==> src/rtl/hazard_stall_ctrl_pkg.sv <==
// Shared definitions for the ID/EX load-use hazard / stall controller.
package hazard_stall_ctrl_pkg;

  typedef enum logic {
    ST_RUN   = 1'b0,
    ST_STALL = 1'b1
  } state_e;

  localparam logic [4:0] REG_ZERO = 5'd0;

  // Pipeline control tuple driven toward PC, IF/ID and ID/EX.
  typedef struct packed {
    logic pc_write;
    logic ifid_write;
    logic idex_bubble;
    logic ifid_flush;
    logic idex_flush;
  } ctrl_t;

  // Free-running pipeline: both loads enabled, no bubble, no flush.
  localparam ctrl_t CTRL_RUN   = ctrl_t'{1'b1, 1'b1, 1'b0, 1'b0, 1'b0};
  // Hold PC and IF/ID, inject a bubble into ID/EX.
  localparam ctrl_t CTRL_HOLD  = ctrl_t'{1'b0, 1'b0, 1'b1, 1'b0, 1'b0};
  // Redirect: keep fetching from the new target, squash IF/ID and ID/EX.
  localparam ctrl_t CTRL_FLUSH = ctrl_t'{1'b1, 1'b1, 1'b0, 1'b1, 1'b1};

endpackage

==> src/rtl/hazard_stall_ctrl_sat.sv <==
// Saturating up-counter with synchronous active-low clear.
module sat_counter #(
  parameter int W = 32
) (
  input  logic         i_clk,
  input  logic         i_clr_n,
  input  logic         i_inc,
  output logic [W-1:0] o_count
);

  logic [W-1:0] r_count;

  // Clear wins; otherwise count up and stick at all-ones.
  always_ff @(posedge i_clk) begin
    if (!i_clr_n)
      r_count <= '0;
    else if (i_inc && (r_count != {W{1'b1}}))
      r_count <= r_count + 1'b1;
  end

  assign o_count = r_count;

endmodule

==> src/rtl/hazard_stall_ctrl.sv <==
// Load-use hazard detection, stall/bubble generation and redirect arbitration
// for the ID/EX pipeline register, with saturating bring-up statistics.
module hazard_stall_ctrl
  import hazard_stall_ctrl_pkg::*;
#(
  parameter int LOAD_USE_STALL = 1,
  parameter int CNT_W          = 32
) (
  input  logic             Clk,
  input  logic             Rst,
  input  logic             IDEX_MemRead,
  input  logic [4:0]       IDEX_DstReg,
  input  logic [4:0]       IFID_Rs,
  input  logic [4:0]       IFID_Rt,
  input  logic             IFID_UsesRt,
  input  logic             Branch_taken,
  input  logic             JReg_taken,
  output logic             PCWrite,
  output logic             IFIDWrite,
  output logic             IDEX_Bubble,
  output logic             IFID_Flush,
  output logic             IDEX_Flush,
  output logic             Stalled,
  output logic [CNT_W-1:0] StallCycles,
  output logic [CNT_W-1:0] FlushCount
);

  // Bubbles still owed after the first one, loaded on entry to STALL.
  localparam logic [3:0] STALL_EXTRA = 4'(LOAD_USE_STALL - 1);

  state_e     r_state, w_next_state;
  logic [3:0] r_remaining, w_next_remaining;
  ctrl_t      w_ctrl;
  logic       w_hazard, w_redirect;
  logic       w_stall_inc, w_flush_inc;

  // Register zero is hardwired, so a load targeting it never creates a hazard.
  assign w_hazard = IDEX_MemRead && (IDEX_DstReg != REG_ZERO) &&
                    ((IDEX_DstReg == IFID_Rs) ||
                     (IFID_UsesRt && (IDEX_DstReg == IFID_Rt)));
  assign w_redirect = Branch_taken | JReg_taken;

  // State and remaining-bubble counter; reset aborts any stall in progress.
  always_ff @(posedge Clk) begin
    if (!Rst) begin
      r_state     <= ST_RUN;
      r_remaining <= 4'd0;
    end else begin
      r_state     <= w_next_state;
      r_remaining <= w_next_remaining;
    end
  end

  // Next state and same-cycle controls; a redirect always beats a stall
  // because the stalled instruction is being squashed anyway.
  always_comb begin
    w_ctrl           = CTRL_RUN;
    w_next_state     = r_state;
    w_next_remaining = r_remaining;
    w_stall_inc      = 1'b0;
    w_flush_inc      = 1'b0;
    if (Rst) begin
      unique case (r_state)
        ST_RUN: begin
          if (w_redirect) begin
            w_ctrl      = CTRL_FLUSH;
            w_flush_inc = 1'b1;
          end else if (w_hazard) begin
            w_ctrl      = CTRL_HOLD;
            w_stall_inc = 1'b1;
            if (LOAD_USE_STALL > 1) begin
              w_next_state     = ST_STALL;
              w_next_remaining = STALL_EXTRA;
            end
          end
        end
        ST_STALL: begin
          if (w_redirect) begin
            w_ctrl           = CTRL_FLUSH;
            w_flush_inc      = 1'b1;
            w_next_state     = ST_RUN;
            w_next_remaining = 4'd0;
          end else begin
            w_ctrl           = CTRL_HOLD;
            w_stall_inc      = 1'b1;
            w_next_remaining = r_remaining - 4'd1;
            if (r_remaining == 4'd1)
              w_next_state = ST_RUN;
          end
        end
        default: begin
          w_next_state     = ST_RUN;
          w_next_remaining = 4'd0;
        end
      endcase
    end
  end

  assign PCWrite     = w_ctrl.pc_write;
  assign IFIDWrite   = w_ctrl.ifid_write;
  assign IDEX_Bubble = w_ctrl.idex_bubble;
  assign IFID_Flush  = w_ctrl.ifid_flush;
  assign IDEX_Flush  = w_ctrl.idex_flush;
  assign Stalled     = Rst && (r_state == ST_STALL);

  sat_counter #(.W(CNT_W)) u_stall_cnt (
    .i_clk   (Clk),
    .i_clr_n (Rst),
    .i_inc   (w_stall_inc),
    .o_count (StallCycles)
  );

  sat_counter #(.W(CNT_W)) u_flush_cnt (
    .i_clk   (Clk),
    .i_clr_n (Rst),
    .i_inc   (w_flush_inc),
    .o_count (FlushCount)
  );

endmodule
==> config.mk <==
export PLATFORM = sky130hd
export DESIGN_NAME = hazard_stall_ctrl
export DESIGN_NICKNAME = d
export VERILOG_FILES = /design/src/rtl/hazard_stall_ctrl_pkg.sv /design/src/rtl/hazard_stall_ctrl_sat.sv /design/src/rtl/hazard_stall_ctrl.sv
export SDC_FILE = /design/constraint.sdc
export NUM_CORES = 1
export LEC_CHECK = 0
export CAP_MARGIN = 20
export CORE_MARGIN = 1
export CORE_UTILIZATION = 44
export CTS_CLUSTER_DIAMETER = 120
export CTS_CLUSTER_SIZE = 14
export DETAILED_ROUTE_END_ITERATION = 16
export PLACE_DENSITY = 0.78
export SLEW_MARGIN = 40
export SYNTH_ARGS = -nofsm -noshare
export SYNTH_HDL_FRONTEND = slang
export SYNTH_SLANG_ARGS = --single-unit
==> constraint.sdc <==
create_clock -name Clk -period 1.8 [get_ports Clk]
set_input_delay 0.18 -clock Clk [delete_from_list [all_inputs] [get_ports Clk]]
set_output_delay 0.18 -clock Clk [all_outputs]
set_load 0.05 [all_outputs]
Word-level counts from Yosys, hierarchy flattened
Index checks and enable logic that the tools add are counted.
Word-level totals
  bits in registers: 69
  bits of input ports: 21
  output and inout port bits: 70
  word-level logic and storage cells: 38
Cells by class
  add/subtract/negate cells: 3
  equal/unequal tests: 5
  multiplexer cells: 14
  bitwise logic cells: 3
  reduce and logical (&&, ||, !) cells: 9
Operator list (number)
  $add 32x1->32 const B: 2
  $ne 32x32->1 const B: 2
  $mux 5: 4
  $eq 5x5->1: 2
  $pmux 5 s2: 1
  $mux 1: 7
  $logic_and 1x1->1: 6
  $reduce_bool 5->1: 1
  $eq 4x1->1 const B: 1
  $mux 4: 1
  $sub 4x1->4 const B: 1
  $reduce_or 3->1: 1
  $not 1->1: 2
  $pmux 1 s2: 1
  $logic_or 1x1->1: 1
  $or 1x1->1: 1

Logic depth before layout (Yosys ltp)
  word-level depth: 9
  depth in mapped cells: 9
  gate-level depth less buffers: 7

Cells and area by module
From an unflattened synthesis, not the netlist that was laid out.
Unflattened totals
  cells, all modules: 452
  area, all modules: 3847.4 µm²
By module, submodules not included
  sat_counter: instances 2, cells an instance 200, area each 1704.1 µm², sequential area each 640.6 µm²
  hazard_stall_ctrl: instances 1, cells an instance 52, area each 439.2 µm², sequential area each 100.1 µm²

Least setup slack after synthesis
Ideal clock, no wire load.
  kind: reg-to-reg
  from: reg u_flush_cnt.r_count[14] (netlist: u_flush_cnt.o_count[14])
  to: reg u_flush_cnt.r_count[26] (netlist: u_flush_cnt.o_count[26])
  setup time: 115 ps
  arrival: 2199 ps
  required time: 1685 ps
  setup slack: -514 ps
  cell stages (with the launch flop): 7
  path buffers: 0
  clock period less this slack: 2314 ps
  cells stage by stage: dfxtp_1 -> and4_1 -> nand4_1 -> nor3_1 -> nand4_1 -> xnor2_1 -> and2_1
Between the ends
  cells in the longest elaborated chain, start to end: 2
  elaborated cells on any way between the ends: 3
  those cells by class: add/sub: 1; eq/ne: 1; reduce/logical: 1
RTL lines
  from (decl): line hazard_stall_ctrl_sat.sv:11  | logic [W-1:0] r_count;
  from (signal assigned): line hazard_stall_ctrl_sat.sv:18  | r_count <= r_count + 1'b1;
  branches (longest 2 deep; another with $add 32x1->32)
Parallel ways; which one is timed is not known.
A chain may end at the register's enable or synchronous reset.

Worst setup path after layout
  from: reg u_stall_cnt.r_count[13] (netlist: u_stall_cnt.o_count[13])
  to: reg u_stall_cnt.r_count[25] (netlist: u_stall_cnt.o_count[25])
Between the ends
  cells in the longest elaborated chain, start to end: 2
  elaborated cells on any way between the ends: 3
  those cells by class: add/sub: 1; eq/ne: 1; reduce/logical: 1
RTL lines (line)
  from (decl): hazard_stall_ctrl_sat.sv:11
  from (signal assigned): hazard_stall_ctrl_sat.sv:18
  branches (longest 2 deep; another with $add 32x1->32)
Parallel ways; which one is timed is not known.

==> flow_summary.toml <==
[setup_path]
cp-startpoint = "u_stall_cnt.o_count[13]"
critPathMaxFanout = 5
rr_startpoint = "u_stall_cnt.o_count[13]"
timing.rr.end = "u_stall_cnt.o_count[25]"
cp.arrival_ps = 2220
crit_path_start_kind = "register"
regToRegSetupSlack_ps = -180
endpoint_kind = "register"
crit_type = "reg2reg"
critical_path_required_ps = 2040
r2r_cells = 8

[global_route]
grt_antenna_before_repair = 0
grt_max_degree = 41
grt-ovfl-total = 0
grt_usage = 0.263
grt_pass1_wl_um = 18000
grt_pass1_vias = 3913

[route]
dr_wl_met2_um = 6850
vias_per_cell = 5.91
firstDrtPassIters = 6
wl_per_cell_um = 18.3
vias = 4355
wl_met3_um = 968
highest_layer = "met4"
drt-met1-wl_um = 5120
ant_nets = 0
routed_wl_um = 13500
drtIter0Drc = 292
drcViolationCount = 0

[floorplan]
core_area_um2 = 7810
die-area_um2 = 8490
die_x_um = 92.2
rows = 32
io-pin-count = 91
start_util = 0.458
die_h_um = 92.2

[synth]
netlist_instances = 434
synth_top_area_frac = 0.386
synth_cell_type_count = 46
ys.flop_type = "dfxtp_1"
synth_area_leaders = "dfxtp_1 39%, xnor2_1 7.8%, nor2_1 4.3%"
synth_nets = 459
ys_async_sr_fraction = 0
yosysTopAreaCell = "dfxtp_1"
synth_seq_area_share = 0.386
syn_avg_cell_area_um2 = 8.24
synth-edff-count = 0
synthesis.area_um2 = 3580
synth-seq-cells = 69
synth_warnings = 0

[final_layout]
fill_cells = 453
multiInputGateArea_um2 = 2530
fin_util = 0.817
drive_above_1_share = 0.460
ff_latch_area_um2 = 1570
syn_to_final_growth_pct = 78.4
num_antenna_cells = 0
nNetsFinal = 655

[timing]
setup_violations = 46
worst-slew-pin-transition_ps = 508
setup_ws_ps = -180
drv_slew = 0
fmax_ghz = 0.505
clock_skew_ps = 10.3
finalCritPeriodShare = 1.10
hold_viol = 0
fin_crit_ps = 1980
slew-limit-headroom = 0.660
rsz0062_at_grt = "yes"

[cts]
clock_latency_ps = 350
cts_sinks = 69
cts_tree = "yes"
holdBufCountCts = 0
cts_root_buf = "clkbuf_8"
numCtsBuffers = 9
clkTransAtPathRegs_ps = 80
cts-htree-levels = 3
clockBufferDepth = 2

[pwr]
ir_drop_mv = 0.453
power_density_nw_per_um2 = 472
power_leakage_nw = 2.64

[placed_design]
place_congestion = 0.850
portBuffers = 90
hpwl_um = 7760
post-place-ws_ps = -597

[min_path]
hold-path-cell-count = 2
hp-class = "reg2reg"
whs_endpoint = "u_flush_cnt.o_count[30]"
min_from = "u_flush_cnt.o_count[30]"

[run_status]
violations = "setup timing"
status = "finished, violations left"

[job]
cap_violations = 0
-- layer usage --
| layer | vias up | track usage |
|---|---|---|
| met1 | 2082 | 0.316 |
| met5 | - | 0 |
| met4 | 0 | 0.117 |
| li1 | 1967 | - |
| met2 | 248 | 0.461 |
| met3 | 58 | 0.0423 |
-- area by class of cell --
type / instances / share of cell area
well taps: 102 / 0.0200
multi-input cells: 334 / 0.397
clock inverters: 7 / 0.0104
flip-flops and latches: 69 / 0.247
clock buffers: 9 / 0.0194
inverters: 12 / 0.00706
repair buffers: 204 / 0.300
-- timing repair --
item | in CTS | in global routing
cloned | 2 | 2
pin swaps | 16 | 67
setup endpoints to repair | 61 | 64
setup buffers | 8 | 22
resized for setup | 68 | 97
-- state kept, by name, indices dropped and copies added (netlist names) --
signal and count:
u_stall_cnt.o_count 32, r_remaining 4, u_flush_cnt.o_count 32, r_state 1
-- report_power, final --
group | internal, W | total (W) | switching, W | leakage, nW
Sequential | 0.00147 | 0.00148 | 0.0000108 | 0.601
Combinational | 0.000128 | 0.000276 | 0.000148 | 1.94
Clock | 0.000632 | 0.00126 | 0.000626 | 0.0987
Total | 0.00223 | 0.00301 | 0.000785 | 2.64
-- how the worst max path moves through the flow --
| stage | endpoint | slack (ps) | cells past startpoint |
|---|---|---|---|
| after detailed placement | u_stall_cnt.o_count[12] | -600 | 8 |
| after CTS | u_stall_cnt.o_count[31] | -60 | 6 |
| after floorplan | u_flush_cnt.o_count[13] | -170 | 6 |
| final | u_stall_cnt.o_count[25] | -180 | 8 |
| after global placement | u_stall_cnt.o_count[6] | -550 | 8 |
| after global routing | u_stall_cnt.o_count[13] | -240 | 9 |
-- kinds of logic (layout without fill, tap and decap cells) --
family	count (synthesis)	after routing	share of synthesized area
AO/OA/AOI/OAI	73	73	0.124
AND/OR/NAND/NOR	211	211	0.315
multiplexers	10	10	0.0280
flip-flops	69	69	0.386
buffers and inverters	31	232	0.0441
adder cells (fa/ha/maj)	4	4	0.0140
XOR/XNOR	36	36	0.0882
-- synthesized netlist by cell type (all sizes together), types with 6 or more instances --
cell type and count:
inv 11, nor4 13, o211ai 6, and2 7
buf 8, a21oi 28, nand2 37, nor3 11
nand3 29, nand2b 6, clkbuf 11, dfxtp 69
xnor2 32, nand4 19, o31ai 8, nor2 41
and3 7, and4 6, o21ai 24, or3 21
mux2i 10
-- critical path, cell delays in order, from the launching register on --
cell and delay (ps):
dfxtp_4 380, nand3_4 90, nor4_4 370, and2_1 230, a31oi_2 60, buf_4 160
buf_4 140, o31ai_1 330, a21oi_2 110
-- through the flow --
| step | hold WS [ps] | power, W | instances | setup TNS (ps) | cell area, um^2 |
|---|---|---|---|---|---|
| 6_report | 494 | 0.00301 | 737 | -2670 | 6380 |
| 5_1_grt | 509 | 0.00311 | 737 | -6610 | 6380 |
| 2_1_floorplan | 452 | 0.00164 | 434 | -3490 | 3870 |
| 3_5_place_dp | 485 | 0.00177 | 688 | -21190 | 5450 |
| 3_3_place_gp | 469 | 0.00176 | 688 | -20170 | 5450 |
| 4_1_cts | 498 | 0.00300 | 714 | -119 | 5820 |
-- cell usage in the layout (no fill, tap or decap), drive strengths merged, types with 7 or more instances in the layout --
cell / count
buf: 127
dfxtp: 69
nor2: 41
nand2: 37
clkdlybuf4s50: 35
xnor2: 32
nand3: 29
a21oi: 28
dlygate4sd2: 25
o21ai: 24
or3: 21
nand4: 19
dlymetal6s2s: 16
nor4: 13
inv: 11
nor3: 11
mux2i: 10
clkbuf: 10
o31ai: 8
and2: 7
and3: 7
Power figures use the tool's default switching activity.
